[config.mk]
export PLATFORM = sky130hd
export DESIGN_NAME = cam_capture
export DESIGN_NICKNAME = d
export VERILOG_FILES = /design/src/rtl/cam_capture.sv
export SDC_FILE = /design/constraint.sdc
export NUM_CORES = 1
export LEC_CHECK = 0
export ABC_AREA = 1
export ABC_CLOCK_PERIOD_IN_PS = 3000
export CORE_MARGIN = 3
export CORE_UTILIZATION = 35
export DETAILED_ROUTE_END_ITERATION = 12
export PLACE_DENSITY = 0.53
export SETUP_SLACK_MARGIN = 0.05
export SKIP_LAST_GASP = 1
export SLEW_MARGIN = 10
export SYNTH_ARGS = -nofsm -noshare
export SYNTH_HDL_FRONTEND = slang
export SYNTH_SLANG_ARGS = --single-unit
[constraint.sdc]
create_clock -name clk -period 3 [get_ports clk]
set_clock_uncertainty 0.15 [all_clocks]
set_input_delay 0.75 -clock clk [delete_from_list [all_inputs] [get_ports clk]]
set_output_delay 0.75 -clock clk [all_outputs]
set_load 0.01 [all_outputs]
[src/rtl/cam_capture.sv]
// OV7670 byte-stream capture: crops each frame to WIDTH x HEIGHT pixels, writes it
// linearly into the frame buffer, and freezes the buffer for the encoder on request.
module cam_capture #(
  parameter int unsigned WIDTH    = 320,
  parameter int unsigned HEIGHT   = 200,
  parameter int unsigned BYTES_PP = 2,
  parameter int unsigned ADDR_W   = 17
) (
  input  logic              clk,
  input  logic              reset_n,
  input  logic              vsync,
  input  logic              href,
  input  logic [7:0]        pdata,
  input  logic              frame_req,
  output logic              frame_lock,
  output logic              frame_done,
  output logic              wr_en,
  output logic [ADDR_W-1:0] wr_addr,
  output logic [7:0]        wr_data,
  output logic [7:0]        frame_cnt
);

  localparam int unsigned LINE_BYTES = WIDTH * BYTES_PP;
  localparam int unsigned COL_W      = $clog2(LINE_BYTES + 1);
  localparam int unsigned ROW_W      = $clog2(HEIGHT + 1);

  localparam logic [COL_W-1:0]  COL_MAX   = COL_W'(LINE_BYTES);
  localparam logic [COL_W-1:0]  COL_LAST  = COL_W'(LINE_BYTES - 1);
  localparam logic [ROW_W-1:0]  ROW_MAX   = ROW_W'(HEIGHT);
  localparam logic [ROW_W-1:0]  ROW_LAST  = ROW_W'(HEIGHT - 1);
  localparam logic [ADDR_W-1:0] LINE_STEP = ADDR_W'(LINE_BYTES);

  typedef enum logic [1:0] {SYNC, CAPTURE, HOLD} state_t;

  state_t            state, state_nxt;
  logic              frame_valid, frame_valid_nxt;
  logic              q_vsync, q_vsync_d, q_href, q_href_d;
  logic [7:0]        q_pdata;
  logic [COL_W-1:0]  col;
  logic [ROW_W-1:0]  row;
  logic [ADDR_W-1:0] row_base;
  logic              vs_rise, line_end, wr_go, last_byte;

  always_ff @(posedge clk or negedge reset_n) begin
    if (!reset_n) begin
      q_vsync   <= 1'b0;
      q_vsync_d <= 1'b0;
      q_href    <= 1'b0;
      q_href_d  <= 1'b0;
      q_pdata   <= '0;
    end else begin
      q_vsync   <= vsync;
      q_vsync_d <= q_vsync;
      q_href    <= href;
      q_href_d  <= q_href;
      q_pdata   <= pdata;
    end
  end

  always_comb begin
    vs_rise   = q_vsync & ~q_vsync_d;
    line_end  = ~q_href & q_href_d;
    wr_go     = (state == CAPTURE) && q_href && (col < COL_MAX) && (row < ROW_MAX) && !q_vsync;
    last_byte = wr_go && (row == ROW_LAST) && (col == COL_LAST);
  end

  // col only advances on an accepted write, so col>0 at line end means the line was kept
  always_ff @(posedge clk or negedge reset_n) begin
    if (!reset_n) begin
      col      <= '0;
      row      <= '0;
      row_base <= '0;
    end else if (q_vsync) begin
      col      <= '0;
      row      <= '0;
      row_base <= '0;
    end else if (wr_go) begin
      col <= col + COL_W'(1);
    end else if (line_end && (col != '0)) begin
      col      <= '0;
      row      <= (row < ROW_MAX) ? row + ROW_W'(1) : row;
      row_base <= row_base + LINE_STEP;
    end
  end

  always_ff @(posedge clk or negedge reset_n) begin
    if (!reset_n) begin
      wr_en      <= 1'b0;
      wr_addr    <= '0;
      wr_data    <= '0;
      frame_done <= 1'b0;
      frame_cnt  <= '0;
    end else begin
      wr_en      <= wr_go;
      frame_done <= last_byte;
      if (wr_go) begin
        wr_addr <= row_base + ADDR_W'(col);
        wr_data <= q_pdata;
      end
      if (last_byte) frame_cnt <= frame_cnt + 8'd1;
    end
  end

  always_ff @(posedge clk or negedge reset_n) begin
    if (!reset_n) begin
      state       <= SYNC;
      frame_valid <= 1'b0;
    end else begin
      state       <= state_nxt;
      frame_valid <= frame_valid_nxt;
    end
  end

  // a final-byte write in this cycle counts toward the lock decision
  always_comb begin
    state_nxt       = state;
    frame_valid_nxt = frame_valid | last_byte;
    case (state)
      SYNC: begin
        if (vs_rise) begin
          state_nxt       = CAPTURE;
          frame_valid_nxt = 1'b0;
        end
      end
      CAPTURE: begin
        if (vs_rise) begin
          if (frame_req && frame_valid_nxt) state_nxt = HOLD;
          else                              frame_valid_nxt = 1'b0;
        end
      end
      HOLD: begin
        if (vs_rise && !frame_req) begin
          state_nxt       = CAPTURE;
          frame_valid_nxt = 1'b0;
        end
      end
      default: state_nxt = SYNC;
    endcase
  end

  assign frame_lock = (state == HOLD);

endmodule

# Word-level counts from Yosys, hierarchy flattened

Cells that the tools add are included.

Register bits: 85
Input bits: 13
Output and inout port bits: 36
Logic and storage cells: 75

$add $sub $neg: 5
Order comparisons: 2
Equality and inequality tests: 9
Muxes and demuxes: 20
Bitwise logic cells: 5
Reduce and logical (&&, ||, !) cells: 19

Operator list:

| operator                                                                | count |
|---|---|
| 17-bit two-way mux                                                      | 3 |
| 8-bit two-way mux                                                       | 4 |
| 10-bit two-way mux                                                      | 3 |
| 17-bit by 10-bit adder with 17-bit output                               | 1 |
| 17-bit by 10-bit adder with 17-bit output, second input constant        | 1 |
| 8-bit by 1-bit adder with 8-bit output, second input constant           | 2 |
| 10-bit by 1-bit adder with 10-bit output, second input constant         | 1 |
| 10-bit == test, second input constant                                   | 1 |
| 10-bit less-than comparator, second input constant                      | 1 |
| 10-bit nonzero test                                                     | 1 |
| 1-bit logical AND                                                       | 9 |
| 8-bit == test, second input constant                                    | 1 |
| 8-bit less-than comparator, second input constant                       | 1 |
| 2-bit two-way mux                                                       | 4 |
| 2-bit inequality test, second input constant                            | 3 |
| 2-bit one-hot mux with 3 select lines                                   | 1 |
| 1-bit two-way mux                                                       | 4 |
| 2-bit by 1-bit inequality test with 1-bit output, second input constant | 2 |
| 4-bit AND reduction                                                     | 1 |
| 2-bit nonzero test                                                      | 2 |
| 1-bit one-hot mux with 3 select lines                                   | 1 |
| 3-bit AND reduction                                                     | 1 |
| 3-bit nonzero test                                                      | 1 |
| 1-bit bitwise AND                                                       | 2 |
| other kinds (7)                                                         | 9 |

# Depth between registers and ports, before layout

Gate-level depths: netlist of the first run.

Word-level depth: 12
Depth in mapped cells: 14
Depth with buffers taken out: 14

# Least setup slack after synthesis of the first run

Ideal clock, no wire load.

Path type: register to register
From: register col[8]
To: register wr_addr[15]
Library setup time: 0.118 ns
Arrival time: 1.547 ns
Required time: 2.732 ns
Slack: 1.185 ns
Stages on the path, launching flop included: 8
Path buffers: 0
Clock period less this slack: 1.815 ns
Cell sequence: dfrtp_1 -> ha_1 -> a21o_1 -> nand2_1 -> a21boi_0 -> nand3_1 -> nand3_1 -> nand2_1

Longest elaborated chain between the ends: 4
Elaborated cells between the ends (all ways): 5
Classes of those cells: add/sub (1); order compare (1); reduce/logical (3)

RTL lines:

| element                         | line | text |
|---|---|---|
| from (decl)                     | 39   | `logic [COL_W-1:0] col;` |
| from (signal assigned)          | 78   | `col <= col + COL_W'(1);` |
| 10-bit less-than comparator     | 63   | `wr_go = (state == CAPTURE) && q_href && (col < COL_MAX) && (row < ROW_MAX) && !q_vsync;` |
| 1-bit logical AND (3 in series) | 63   |  |
| to (signal assigned)            | 97   | `wr_addr <= row_base + ADDR_W'(col);` |
| to (decl)                       | 18   | `output logic [ADDR_W-1:0] wr_addr,` |

Parallel ways exist; a longest one is shown, timed or not.
A chain may end at the register's enable or synchronous reset.

# Worst setup path in the final report of the first run

From: register state[0]
To: output frame_lock

Longest elaborated chain between the ends: 1

RTL lines:

| element                | line | text |
|---|---|---|
| from (decl)            | 35   | `state_t state, state_nxt;` |
| from (signal assigned) | 109  | `state <= state_nxt;` |
| 2-bit == test          | 141  | `assign frame_lock = (state == HOLD);` |
| to (decl)              | 15   | `output logic frame_lock,` |

No other way between the ends.

==> results of run 1 <==
-- flip-flops by register name, indices dropped and copies added, names as in the netlist --
name / flops
wr_addr: 17
col: 10
row_base: 10
frame_cnt: 8
q_pdata: 8
row: 8
wr_data: 8
state: 2
frame_done: 1
frame_valid: 1
q_href: 1
q_href_d: 1
q_vsync: 1
q_vsync_d: 1
wr_en: 1
-- cells by family after synthesis --
group	count (synthesis)
AOI/OAI and AO/OA	54
xor gates and xnor gates	22
adders and majority gates	8
buffers and inverters	63
DFF	78
and+or+nand+nor	200
-- per-stage QoR --
| step | utilization [%] | setup slack, ns | area (um2) |
|---|---|---|---|
| floorplan | - | 1.19 | 3700 |
| global placement | 43.3 | 0.839 | 4330 |
| detailed placement | 43.3 | 0.832 | 4330 |
| CTS | 45.6 | 0.468 | 4560 |
| global route | 45.6 | 0.365 | 4560 |
| finish | 45.6 | 0.500 | 4560 |
-- worst max-delay path, stage by stage (launching register included) --
cell,delay [ns]
dfrtp_1,0.43
nor2_1,0.24
clkdlybuf4s50_1,0.58
-- area by class of cell --
| cell class | instances | area (um2) |
|---|---|---|
| Fill cell | 1026 | 5440 |
| Inverter | 54 | 205 |
| Multi-Input combinational cell | 284 | 1500 |
| Sequential cell | 78 | 1950 |
| Clock inverter | 6 | 91.3 |
| Timing Repair Buffer | 51 | 513 |
| Clock buffer | 10 | 138 |
| Tap cell | 133 | 166 |
-- routing by layer --
layer | part of all wire (%) | vias to the layer above | wire length [um] | global-route usage, %
met1 | 48 | 1342 | 3900 | 20.2
li1 | - | 1488 | - | -
met2 | 46 | 50 | 3730 | 23.4
met4 | 1.2 | 0 | 96 | 3.52
met3 | 3.9 | 8 | 316 | 3.43
met5 | 0 | - | 0 | 0
-- cell usage after synthesis, types with 2 or more instances --
cell	instances	area, um2
nor4_1	3	18.8
o31ai_1	4	30.0
dfrtp_1	78	1950
clkbuf_1	2	7.51
ha_1	8	100
o21ai_1	13	65.1
nand2_1	107	402
nor2_2	2	12.5
o32ai_1	2	17.5
nand4_1	9	56.3
nor2_1	29	109
inv_1	49	184
inv_2	4	15.0
nor3_1	11	55.1
xor2_1	17	149
nand2_2	3	18.8
xnor2_1	5	43.8
o21ai_0	23	115
o22ai_1	5	31.3
buf_2	6	30.0
nand3_1	29	145
-- placed cells by master, fill, tap and decap left out, types with 4 or more instances in the layout --
cell | synthesis | final
nor2_1 | 29 | 29
ha_1 | 8 | 8
clkbuf_8 | 0 | 10
o21ai_1 | 13 | 13
nand3_1 | 29 | 29
inv_1 | 49 | 49
nand2_1 | 107 | 107
xnor2_1 | 5 | 5
nand4_1 | 9 | 9
o31ai_1 | 4 | 4
o22ai_1 | 5 | 5
xor2_1 | 17 | 17
clkdlybuf4s50_1 | 0 | 47
inv_2 | 4 | 4
o21ai_0 | 23 | 23
dfrtp_1 | 78 | 78
nor3_1 | 11 | 11
-- power groups by stage --
| stage | Clock [W] | Combinational [W] | Sequential, W |
|---|---|---|---|
| 2_1_floorplan | 0 | 0.000259 | 0.00130 |
| 3_3_place_gp | 0 | 0.000567 | 0.00128 |
| 3_5_place_dp | 0 | 0.000565 | 0.00128 |
| 4_1_cts | 0.000931 | 0.000569 | 0.00126 |
| 5_1_grt | 0.000975 | 0.000627 | 0.00128 |
| 6_report | 0.000903 | 0.000557 | 0.00126 |
-- how the worst max path moves through the flow --
stage	slack [ns]	cells past startpoint	start	end
6_report	0.50	2	state[0]	frame_lock
4_1_cts	0.47	2	state[0]	frame_lock
3_5_place_dp	0.83	7	col[7]	col[2]
5_1_grt	0.37	2	state[0]	frame_lock
3_3_place_gp	0.84	8	col[7]	wr_addr[0]
2_1_floorplan	1.19	7	col[8]	wr_addr[15]
==> impl_metrics.py, run 1 <==
metrics = {
    "status": {
        "status": "finished clean",
    },
    "floorplan": {
        "die-area_um2": 11800,
        "die_h_um": 109,
        "start_util_pct": 37.0,
        "fp-row-count": 36,
        "design.portCount": 49,
        "die_w_um": 109,
        "coreArea_um2": 10000,
    },
    "cts": {
        "ctsHoldBuffers": 0,
        "clk-insertion-delay-late_ns": 0.35,
        "postCtsSetupRepairBufs": 0,
        "cts_resized": 0,
        "cts_tree": "done",
        "htreeDepth": 3,
        "cts_sinks": 78,
        "cts_made_buffers": 9,
        "cts_buffer_depth": 2,
        "clock-root-buffer": "clkbuf_8",
        "clkTransAtPathRegs_ns": 0.09,
    },
    "detailed_routing": {
        "wire_per_inst_um": 13.1,
        "wl_um": 8040,
        "viasPerCell": 4.69,
        "first_iter_violations": 135,
        "firstDrtPassIters": 5,
        "vias": 2888,
        "postRouteAntennaNets": 0,
        "drc": 0,
    },
    "place": {
        "hpwl_um": 5780,
        "place_inst": 600,
        "routabilityCongestion": 0.854,
        "portBuffers": 48,
    },
    "yosys": {
        "post_synth_fa_ha_maj_area_fraction_pct": 2.71,
        "synth_edf_count": 0,
        "synth_top_family_by_area": "simple AND/OR/NAND/NOR gates",
        "syn_inst": 425,
        "synth-compound-area-share_pct": 8.49,
        "ys_warn_count": 0,
        "synth_xor_area_share_pct": 5.21,
        "yosysSeqAreaShare_pct": 52.8,
        "ys_ff_latch": 78,
        "yosys.area_share.simple_pct": 24.0,
        "synth_flop_cell": "dfrtp_1",
        "avgSynthCellArea_um2": 8.70,
        "synthMuxAreaShare_pct": 0,
        "syn_nets": 446,
        "synthArstFlopShare_pct": 100,
        "ys_types": 37,
        "syn_area_um2": 3700,
    },
    "global_route": {
        "grt_pass1_vias": 2759,
        "antenna_found_initial": 0,
        "grt_max_degree": 47,
        "grt_overflow": 0,
        "grt_pass1_wl_um": 13800,
        "grt_usage_pct": 14.7,
    },
    "timing": {
        "max_freq_mhz": 400,
        "final.min_clock_period_ns": 2.50,
        "worst-slew-pin-transition_ns": 0.769,
        "whs_ns": 0.190,
        "rsz0062_at_grt": "false",
        "slew_headroom_pct": 48.8,
        "finalCritPeriodShare_pct": 83.3,
        "tns_ns": 0,
        "finalMaxSlewViolations": 0,
        "setup_viol": 0,
        "report.final.hold_viol_count": 0,
    },
    "power_and_ir_drop": {
        "swShare_pct": 29.2,
        "pwr-share-clk_pct": 33.2,
        "net-switching-power_w": 0.000795,
        "pwr_density_cell_nw_per_um2": 597,
        "p_seq_share_pct": 46.4,
        "ir_drop_uv": 247,
        "combPwrFrac_pct": 20.5,
        "design_power_total_w": 0.00272,
        "internal_power_w": 0.00193,
        "p_leak_nw": 2.11,
    },
    "worst_setup_path": {
        "timing_worst_setup_path_type": "flip-flop to output port",
        "rrSetupSlack_ns": 0.81,
        "path_max_fanout": 5,
        "cp-end-kind": "output port",
        "reg2reg_to": "col[6]",
        "timing.rr.start": "col[7]",
        "critical_path_required_ns": 2.10,
        "critPathLaunchType": "flip-flop",
        "r2r_cells": 7,
        "crit_arrival_ns": 1.60,
    },
    "finish": {
        "drive_above_1_share_pct": 7.45,
        "diodes": 0,
        "syn2layout_area_growth_pct": 23.4,
        "final_cells": 616,
        "nNetsFinal": 499,
    },
    "run": {
        "max-cap-violations": 0,
    },
    "hold_path": {
        "min-delay-path-class": "input port to async pin",
    },
}
(Power assumes the default switching activity.)
==> inputs of run 2 (changes only) <==
ABC_CLOCK_PERIOD_IN_PS = 2500   (was 3000)
clock period = 2.5 ns   (was 3 ns; I/O delays follow)
==> run 2 against run 1 <==
  * Non-clock buffer count is 3 higher
  * First-iteration DRC count is 19% higher
  * Global-route usage is 0.62 points higher
  * Sequential share of layout area is 0.19 points lower
  * Via count is 0.93% higher
  * Combinational power is 22% higher
  * Clock power is 18% higher
  * Sequential cell count stayed put
==> impl_metrics.py, run 2 (same netlist as run 1, synthesis figures left out) <==
metrics = {
    "status": {
        "status": "finished clean",
    },
    "timing": {
        "report.final.hold_viol_count": 0,
        "worst-slew-pin-transition_ns": 0.731,
        "max_freq_mhz": 433,
        "setup_viol": 0,
        "final.min_clock_period_ns": 2.31,
        "worst_slack_ns": 0.189,
        "rsz0062_at_grt": "false",
        "finalMaxSlewViolations": 0,
        "finalCritPeriodShare_pct": 92.4,
        "tns_ns": 0,
        "slew_headroom_pct": 51.2,
    },
    "finish": {
        "final.fill_count": 993,
        "layout_commonest_cell": "nand2_1",
        "diodes": 0,
        "nNetsFinal": 502,
        "regMostFlops": "wr_addr",
        "syn2layout_area_growth_pct": 23.9,
        "final_cell_mix": "nand2_1, dfrtp_1, inv_1",
        "largest_reg_flops": 17,
        "top_regs": "wr_addr x17, col x10, row_base x10",
        "drive_above_1_share_pct": 8.02,
        "post-route-util_pct": 45.8,
    },
    "cts": {
        "htreeDepth": 3,
        "clkTransAtPathRegs_ns": 0.09,
        "cts_buffer_depth": 2,
        "cts_tree": "done",
        "clk-insertion-delay-late_ns": 0.35,
        "cts_sinks": 78,
        "cts_made_buffers": 9,
        "clock-root-buffer": "clkbuf_8",
    },
    "global_route": {
        "grt_pass1_wl_um": 14100,
        "met1_usage_pct": 21.3,
        "grt_overflow": 0,
        "use_met3_pct": 3.55,
        "use_met2_pct": 23.9,
        "antenna_found_initial": 0,
        "grt_usage_pct": 15.3,
        "grt_pass1_vias": 2820,
        "grt_max_degree": 47,
        "top_usage_layer": "met2",
    },
    "worst_setup_path": {
        "cp_top_family": "buffers and inverters",
        "crit_arrival_ns": 1.54,
        "path_max_fanout": 5,
        "critical-path-max-stage-delay_ns": 0.56,
        "path_cells": "nor2_2 > clkdlybuf4s50_1",
        "critical_path_required_ns": 1.73,
        "rrSetupSlack_ns": 0.42,
        "timing_worst_setup_path_type": "flip-flop to output port",
        "reg2reg_to": "wr_addr[16]",
        "r2r_cells": 8,
        "startpoint": "state[0]",
        "critical_path_depth": 2,
        "critPathSlowestCell": "clkdlybuf4s50_1",
        "critPathLaunchType": "flip-flop",
        "timing.rr.start": "col[8]",
        "cp-endpoint": "frame_lock",
        "cp-end-kind": "output port",
        "cp.buffers_inverters": 1,
    },
    "floorplan": {
        "die_h_um": 109,
        "design.portCount": 49,
        "fp-row-count": 36,
        "die-area_um2": 11800,
        "die_w_um": 109,
        "start_util_pct": 37.0,
        "coreArea_um2": 10000,
    },
    "power_and_ir_drop": {
        "pwr_density_cell_nw_per_um2": 712,
        "ir_drop_uv": 318,
        "p_leak_nw": 2.11,
        "design_power_total_w": 0.00326,
    },
    "detailed_routing": {
        "wl_um": 8160,
        "viasPerCell": 4.71,
        "firstDrtPassIters": 5,
        "wire_per_inst_um": 13.2,
        "postRouteAntennaNets": 0,
        "vias": 2915,
        "drc": 0,
        "first_iter_violations": 160,
    },
    "place": {
        "portBuffers": 48,
        "hpwl_um": 5920,
        "place_ws_ns": 0.423,
        "routabilityCongestion": 0.814,
    },
    "run": {
        "max-cap-violations": 0,
    },
    "hold_path": {
        "min-delay-path-class": "input port to async pin",
    },
}
run 2: per-layer routing:
layer	routed length, um	vias to the layer above
li1	-	1483
met1	3960	1364
met2	3720	57
met3	346	11
met4	135	0
met5	0	-
run 2: area by class of cell:
type                       instances  area [um2]  area share (%)
clock buffer                      11         141            3.09
multi-input combinational        284        1500            32.7
tap                              133         166            3.63
clock inverter                     5        82.6            1.80
inverter                          54         205            4.48
sequential                        78        1950            42.6
timing repair buffer              54         536            11.7
run 2: what timing repair did:
| item | in CTS | in global routing |
|---|---|---|
| hold buffers | 0 | 0 |
| setup endpoints to repair | 0 | 1 |
| gates resized for setup | 0 | 1 |
| buffers inserted | 0 | 0 |
run 2: worst min-delay path by stage:
stage                            end  depth (start not counted)  slack, ns    start
after CTS                 wr_addr[2]                          1       0.05  reset_n
after global routing      wr_addr[3]                          1       0.06  reset_n
final                     wr_addr[2]                          1       0.05  reset_n
after detailed placement    q_href_d                          0       0.27   q_href
after global placement      q_href_d                          0       0.26   q_href
after floorplan               col[0]                          0       0.18  reset_n
run 2: metrics by stage:
stage / cell area [um2] / std cells / hold WS [ns]
3_3_place_gp: 4350 / 603 / 0.263
5_1_grt: 4580 / 619 / 0.0616
4_1_cts: 4580 / 619 / 0.0498
2_1_floorplan: 3700 / 425 / 0.179
6_report: 4580 / 619 / 0.0453
3_5_place_dp: 4350 / 603 / 0.268
run 2: worst reg2reg max path: stages (launching register included):
cell	delay, ns
dfrtp_1	0.45
ha_1	0.34
a21o_1	0.15
nand2_1	0.07
a21boi_0	0.45
nand3_1	0.18
nand2_1	0.11
nand3_1	0.08
nand2_1	0.06
run 2: where the power goes:
group | switching [W] | internal (W)
Combinational | 0.000365 | 0.000313
Sequential | 0.000106 | 0.00141
Clock | 0.000477 | 0.000590
Total | 0.000949 | 0.00231
==> inputs of run 3 (changes only) <==
GPL_TIMING_DRIVEN = 0   (was not set)
==> run 3 against run 2 <==
  * Register-to-register slack improved by 0.02 ns
  * Via count about the same
  * Global-route usage decreased by 0.24 points
  * Worst hold slack improved by 0.019 ns
  * Combinational power increased by 1%
  * Setup slack improved by 0.0026 ns
  * Largest power group unchanged
  * Cell count increased by 0.65%
  * Clock power increased by 8%
  * Critical endpoint unchanged
  * Die area unchanged
==> impl_metrics.py, run 3 (same netlist as run 1, synthesis figures left out) <==
metrics = {
    "detailed_routing": {
        "drc": 0,
        "first_iter_violations": 140,
        "vias": 2916,
        "postRouteAntennaNets": 0,
        "wire_per_inst_um": 12.9,
        "wl_um": 8060,
        "viasPerCell": 4.68,
        "firstDrtPassIters": 4,
    },
    "finish": {
        "drive_above_1_share_pct": 8.37,
        "nNetsFinal": 506,
        "final_cell_mix": "nand2_1, dfrtp_1, inv_1",
        "layout_commonest_cell": "nand2_1",
        "diodes": 0,
        "top_regs": "wr_addr x17, col x10, row_base x10",
        "syn2layout_area_growth_pct": 24.9,
        "final_area_um2": 4620,
        "post-route-util_pct": 46.2,
        "regMostFlops": "wr_addr",
        "multiInputGateArea_um2": 1500,
        "seq_area_um2": 1950,
        "final.fill_count": 1015,
        "largest_reg_flops": 17,
    },
    "cts": {
        "clk-insertion-delay-late_ns": 0.35,
        "clock-root-buffer": "clkbuf_8",
        "cts_buffer_depth": 2,
        "clkTransAtPathRegs_ns": 0.09,
        "postCtsSetupRepairBufs": 0,
        "htreeDepth": 3,
        "cts_sinks": 78,
        "cts_made_buffers": 9,
        "cts_tree": "done",
    },
    "global_route": {
        "grt_overflow": 0,
        "grt_usage_pct": 15.0,
        "grt_pass1_wl_um": 14000,
        "grt_pass1_vias": 2830,
        "antenna_found_initial": 0,
        "grt_max_degree": 47,
    },
    "floorplan": {
        "coreArea_um2": 10000,
        "start_util_pct": 37.0,
        "die_h_um": 109,
        "design.portCount": 49,
        "die-area_um2": 11800,
        "die_w_um": 109,
        "fp-row-count": 36,
    },
    "worst_setup_path": {
        "cp-end-kind": "output port",
        "crit_arrival_ns": 1.53,
        "rrSetupSlack_ns": 0.44,
        "path_max_fanout": 5,
        "timing.rr.start": "col[8]",
        "critPathLaunchType": "flip-flop",
        "startpoint": "state[0]",
        "timing_worst_setup_path_type": "flip-flop to output port",
        "critical_path_required_ns": 1.73,
    },
    "power_and_ir_drop": {
        "pwr-share-clk_pct": 34.6,
        "design_power_total_w": 0.00336,
        "p_seq_share_pct": 45.0,
        "internal_power_w": 0.00242,
        "ir_drop_uv": 301,
        "swShare_pct": 28.1,
        "p_leak_nw": 2.13,
        "pwr_density_cell_nw_per_um2": 728,
        "net-switching-power_w": 0.000946,
        "combPwrFrac_pct": 20.4,
    },
    "timing": {
        "slew_headroom_pct": 63.3,
        "worst_slack_ns": 0.192,
        "tns_ns": 0,
        "rsz0062_at_grt": "false",
        "worst-slew-pin-transition_ns": 0.546,
        "finalMaxSlewViolations": 0,
        "max_freq_mhz": 433,
        "final.min_clock_period_ns": 2.31,
        "report.final.hold_viol_count": 0,
        "finalCritPeriodShare_pct": 92.3,
        "setup_viol": 0,
    },
    "place": {
        "placed_cell_area_um2": 4370,
        "portBuffers": 48,
        "place_ws_ns": 0.432,
        "routabilityCongestion": 0.816,
        "hpwl_um": 5990,
    },
    "status": {
        "status": "finished clean",
    },
    "hold_path": {
        "min-delay-path-class": "input port to async pin",
    },
    "run": {
        "max-cap-violations": 0,
    },
}
==> run 3: cell count changes in the layout (fill, tap and decap cells not counted), sizes merged <==
| cell | previous run | this run |
|---|---|---|
| clkinv | 0 | 1 |
| buf | 7 | 9 |
| clkinvlp | 3 | 1 |
| clkbuf | 11 | 13 |
| bufinv | 2 | 3 |
==> run 3: routing by layer <==
| layer | GRT usage [%] | vias up | share of wire (%) |
|---|---|---|---|
| li1 | - | 1504 | - |
| met1 | 20.2 | 1346 | 48 |
| met2 | 23.9 | 58 | 46 |
| met3 | 3.91 | 8 | 4.2 |
| met4 | 4.33 | 0 | 1.7 |
| met5 | 0 | - | 0 |
==> run 3: power by group through the flow <==
stage	clock network [W]	registers, W	logic (W)
after floorplan	0	0.00156	0.000311
after global placement	0	0.00154	0.000691
after detailed placement	0	0.00154	0.000701
after CTS	0.00120	0.00151	0.000703
after global routing	0.00126	0.00153	0.000783
final	0.00116	0.00151	0.000687
==> run 3: what timing repair did <==
action | CTS | global route
endpoints found under the hold margin | 0 | 0
resized for setup | 0 | 1
setup endpoints to repair | 0 | 1
hold buffers | 0 | 0
==> run 3: worst paths after layout <==
path | cells past startpoint | end
hold / removal | 1 | col[6]
max in group asynchronous | 2 | row_base[15]
setup reg to reg | 7 | wr_addr[15]
hold reg to reg | 0 | q_vsync_d
min in group clk | 0 | q_vsync_d
setup / recovery | 2 | frame_lock
==> run 3: stage by stage <==
step / hold WS (ns) / std cells
finish: 0.0648 / 623
global route: 0.0697 / 623
CTS: 0.0707 / 623
detailed placement: 0.231 / 607
global placement: 0.232 / 606
floorplan: 0.179 / 425
==> run 3: worst max-delay path, cell delays in order (launching register included) <==
cell,delay [ns]
dfrtp_1,0.44
nor2_2,0.19
clkdlybuf4s50_1,0.56
==> run 3: layout make-up <==
type / instances / area share [%]
well taps: 133 / 3.60
multi-input cells: 284 / 32.4
plain buffers: 9 / 0.975
repair buffers: 49 / 10.9
flip-flops and latches: 78 / 42.3
inverters: 54 / 4.44
clock buffers: 11 / 3.06
clock inverters: 5 / 2.30
==> edit: new RTL, config.mk and constraints of run 3 <==
Reset style: synchronous (`reset_n`), changed in 4 clocked blocks.
--- a/src/rtl/cam_capture.sv
+++ b/src/rtl/cam_capture.sv
@@ -41,7 +41,7 @@
   logic [ADDR_W-1:0] row_base;
   logic              vs_rise, line_end, wr_go, last_byte;
 
-  always_ff @(posedge clk or negedge reset_n) begin
+  always_ff @(posedge clk) begin
     if (!reset_n) begin
       q_vsync   <= 1'b0;
       q_vsync_d <= 1'b0;
@@ -65,7 +65,7 @@
   end
 
   // col only advances on an accepted write, so col>0 at line end means the line was kept
-  always_ff @(posedge clk or negedge reset_n) begin
+  always_ff @(posedge clk) begin
     if (!reset_n) begin
       col      <= '0;
       row      <= '0;
@@ -83,7 +83,7 @@
     end
   end
 
-  always_ff @(posedge clk or negedge reset_n) begin
+  always_ff @(posedge clk) begin
     if (!reset_n) begin
       wr_en      <= 1'b0;
       wr_addr    <= '0;
@@ -101,7 +101,7 @@
     end
   end
 
-  always_ff @(posedge clk or negedge reset_n) begin
+  always_ff @(posedge clk) begin
     if (!reset_n) begin
       state       <= SYNC;
       frame_valid <= 1'b0;
Check against the original RTL: differs if reset_n is asserted again (counterexample within 4 cycles, from zero or initial values and one cycle with reset_n low); with reset_n held inactive, the same outputs for 10 cycles.
==> edit against run 3 <==
- final cell count rose by 11%
- synthesized cell count grew 16%
- count of clock-buffer cells in the layout down 2
- setup slack improved by 33 ps
- sequential cell count did not move
- first-iteration DRC count down 19%
- wire length is 8.4% higher
- design area is 2.3% lower
- worst hold slack gained 240 ps
- area after synthesis decreased by 0.81%
- critical endpoint is now wr_addr[15]
- highest routed layer unchanged
Power is not compared: it rests on default switching activity, and its combinational part moved more than twofold at a synthesized area within 25%.
==> edit: results (changes against run 3) <==
Run status
  – Status: finished, final reports clean

Yosys
  – Syn_nets: 514 (+15%)
  – Synth Flop Type: dfxtp_1
  – Mapped Cells: 492 (+16%)
  – Top post-synthesis cells by area: dfxtp_1, nand2_1, nor2_1, a21oi_1, inv_1
  – Synth async-reset ratio: 0 (-1.00)
  – Seq/Total Area, Yosys: 0.426 (-0.102)
  – Xor-xnor portion of the synthesized cell area: 0.0502 (-0.00196)
  – Post-synthesis adder-cell area fraction: 0.0328 (+0.00568)
  – Most frequent cells after synthesis: nand2_1, dfxtp_1, nor2_1

Detailed routing
  – Starting DRT DRC Count: 114 (-19%)
  – Met3 WL: 336 um (-0.88%)
  – Post-DR wirelength/cell: 12.7 um (-2.0%)
  – Met2 WL: 4000 um (+8.2%)
  – Via Count: 3204 (+9.9%)
  – WL met1: 4310 um (+11%)

Setup path
  – R2R cell count: 9 (+2)
  – Worst EP arrival: 2370 ps (+840 ps)
  – FF-to-FF setup slack: 230 ps (-210 ps)
  – Worst setup path end: wr_addr[15]
  – Crit Path Max Fanout: 9 (+4)
  – Max incr delay on CP: 430 ps (-130 ps)
  – CP startpoint: col[7]

Finish
  – Fillcell total: 1040 (+2.5%)
  – Final Non-Filler Cells: 689 (+11%)
  – Share of cells above drive strength 1: 0.0989 (+0.0152)

Placed design
  – Dpl ws: -221 ps (-653 ps)
  – Post-DP HPWL: 6490 um (+8.4%)
  – Placed cell count: 673 (+11%)
  – DP Area: 0.00431 mm2 (-1.3%)

Power and ir drop
  – Final total power: 0.00235 W

Global routing
  – First-pass GRT wire length: 14800 um (+5.4%)
  – Pin count of the biggest net entering global routing: 17 (-64%)
  – Met2 Track Usage GR: 0.259 (+0.0201)
  – Met1 usage: 0.214 (+0.0114)
[edit: timing repair]
item,in CTS,in global routing
endpoints found under the setup margin,0,14
buffers inserted,0,0
resized for setup,0,3
[edit: worst min path at each step]
stage                          start  slack (ps)    endpoint
final                         q_href         300    q_href_d
after global routing      q_pdata[2]         340  wr_data[2]
after CTS                     q_href         310    q_href_d
after detailed placement      q_href         290    q_href_d
after global placement    q_pdata[5]         280  wr_data[5]
after floorplan               q_href         270    q_href_d
[edit: worst reg2reg max path: stages (launching register included)]
cell and delay, ps:
dfxtp_2 430, ha_1 210, inv_1 60, fa_1 380
or2_2 330, a21oi_2 200, nand2_1 90, xor2_1 150
o21ai_0 140, inv_1 50
[edit: area by class of cell]
type | count | share of cell area
Multi-Input combinational cell | 338 | 0.393
Sequential cell | 78 | 0.346
Timing Repair Buffer | 48 | 0.106
Inverter | 59 | 0.0516
Tap cell | 133 | 0.0369
Clock buffer | 9 | 0.0275
Buffer | 17 | 0.0244
Clock inverter | 7 | 0.0141
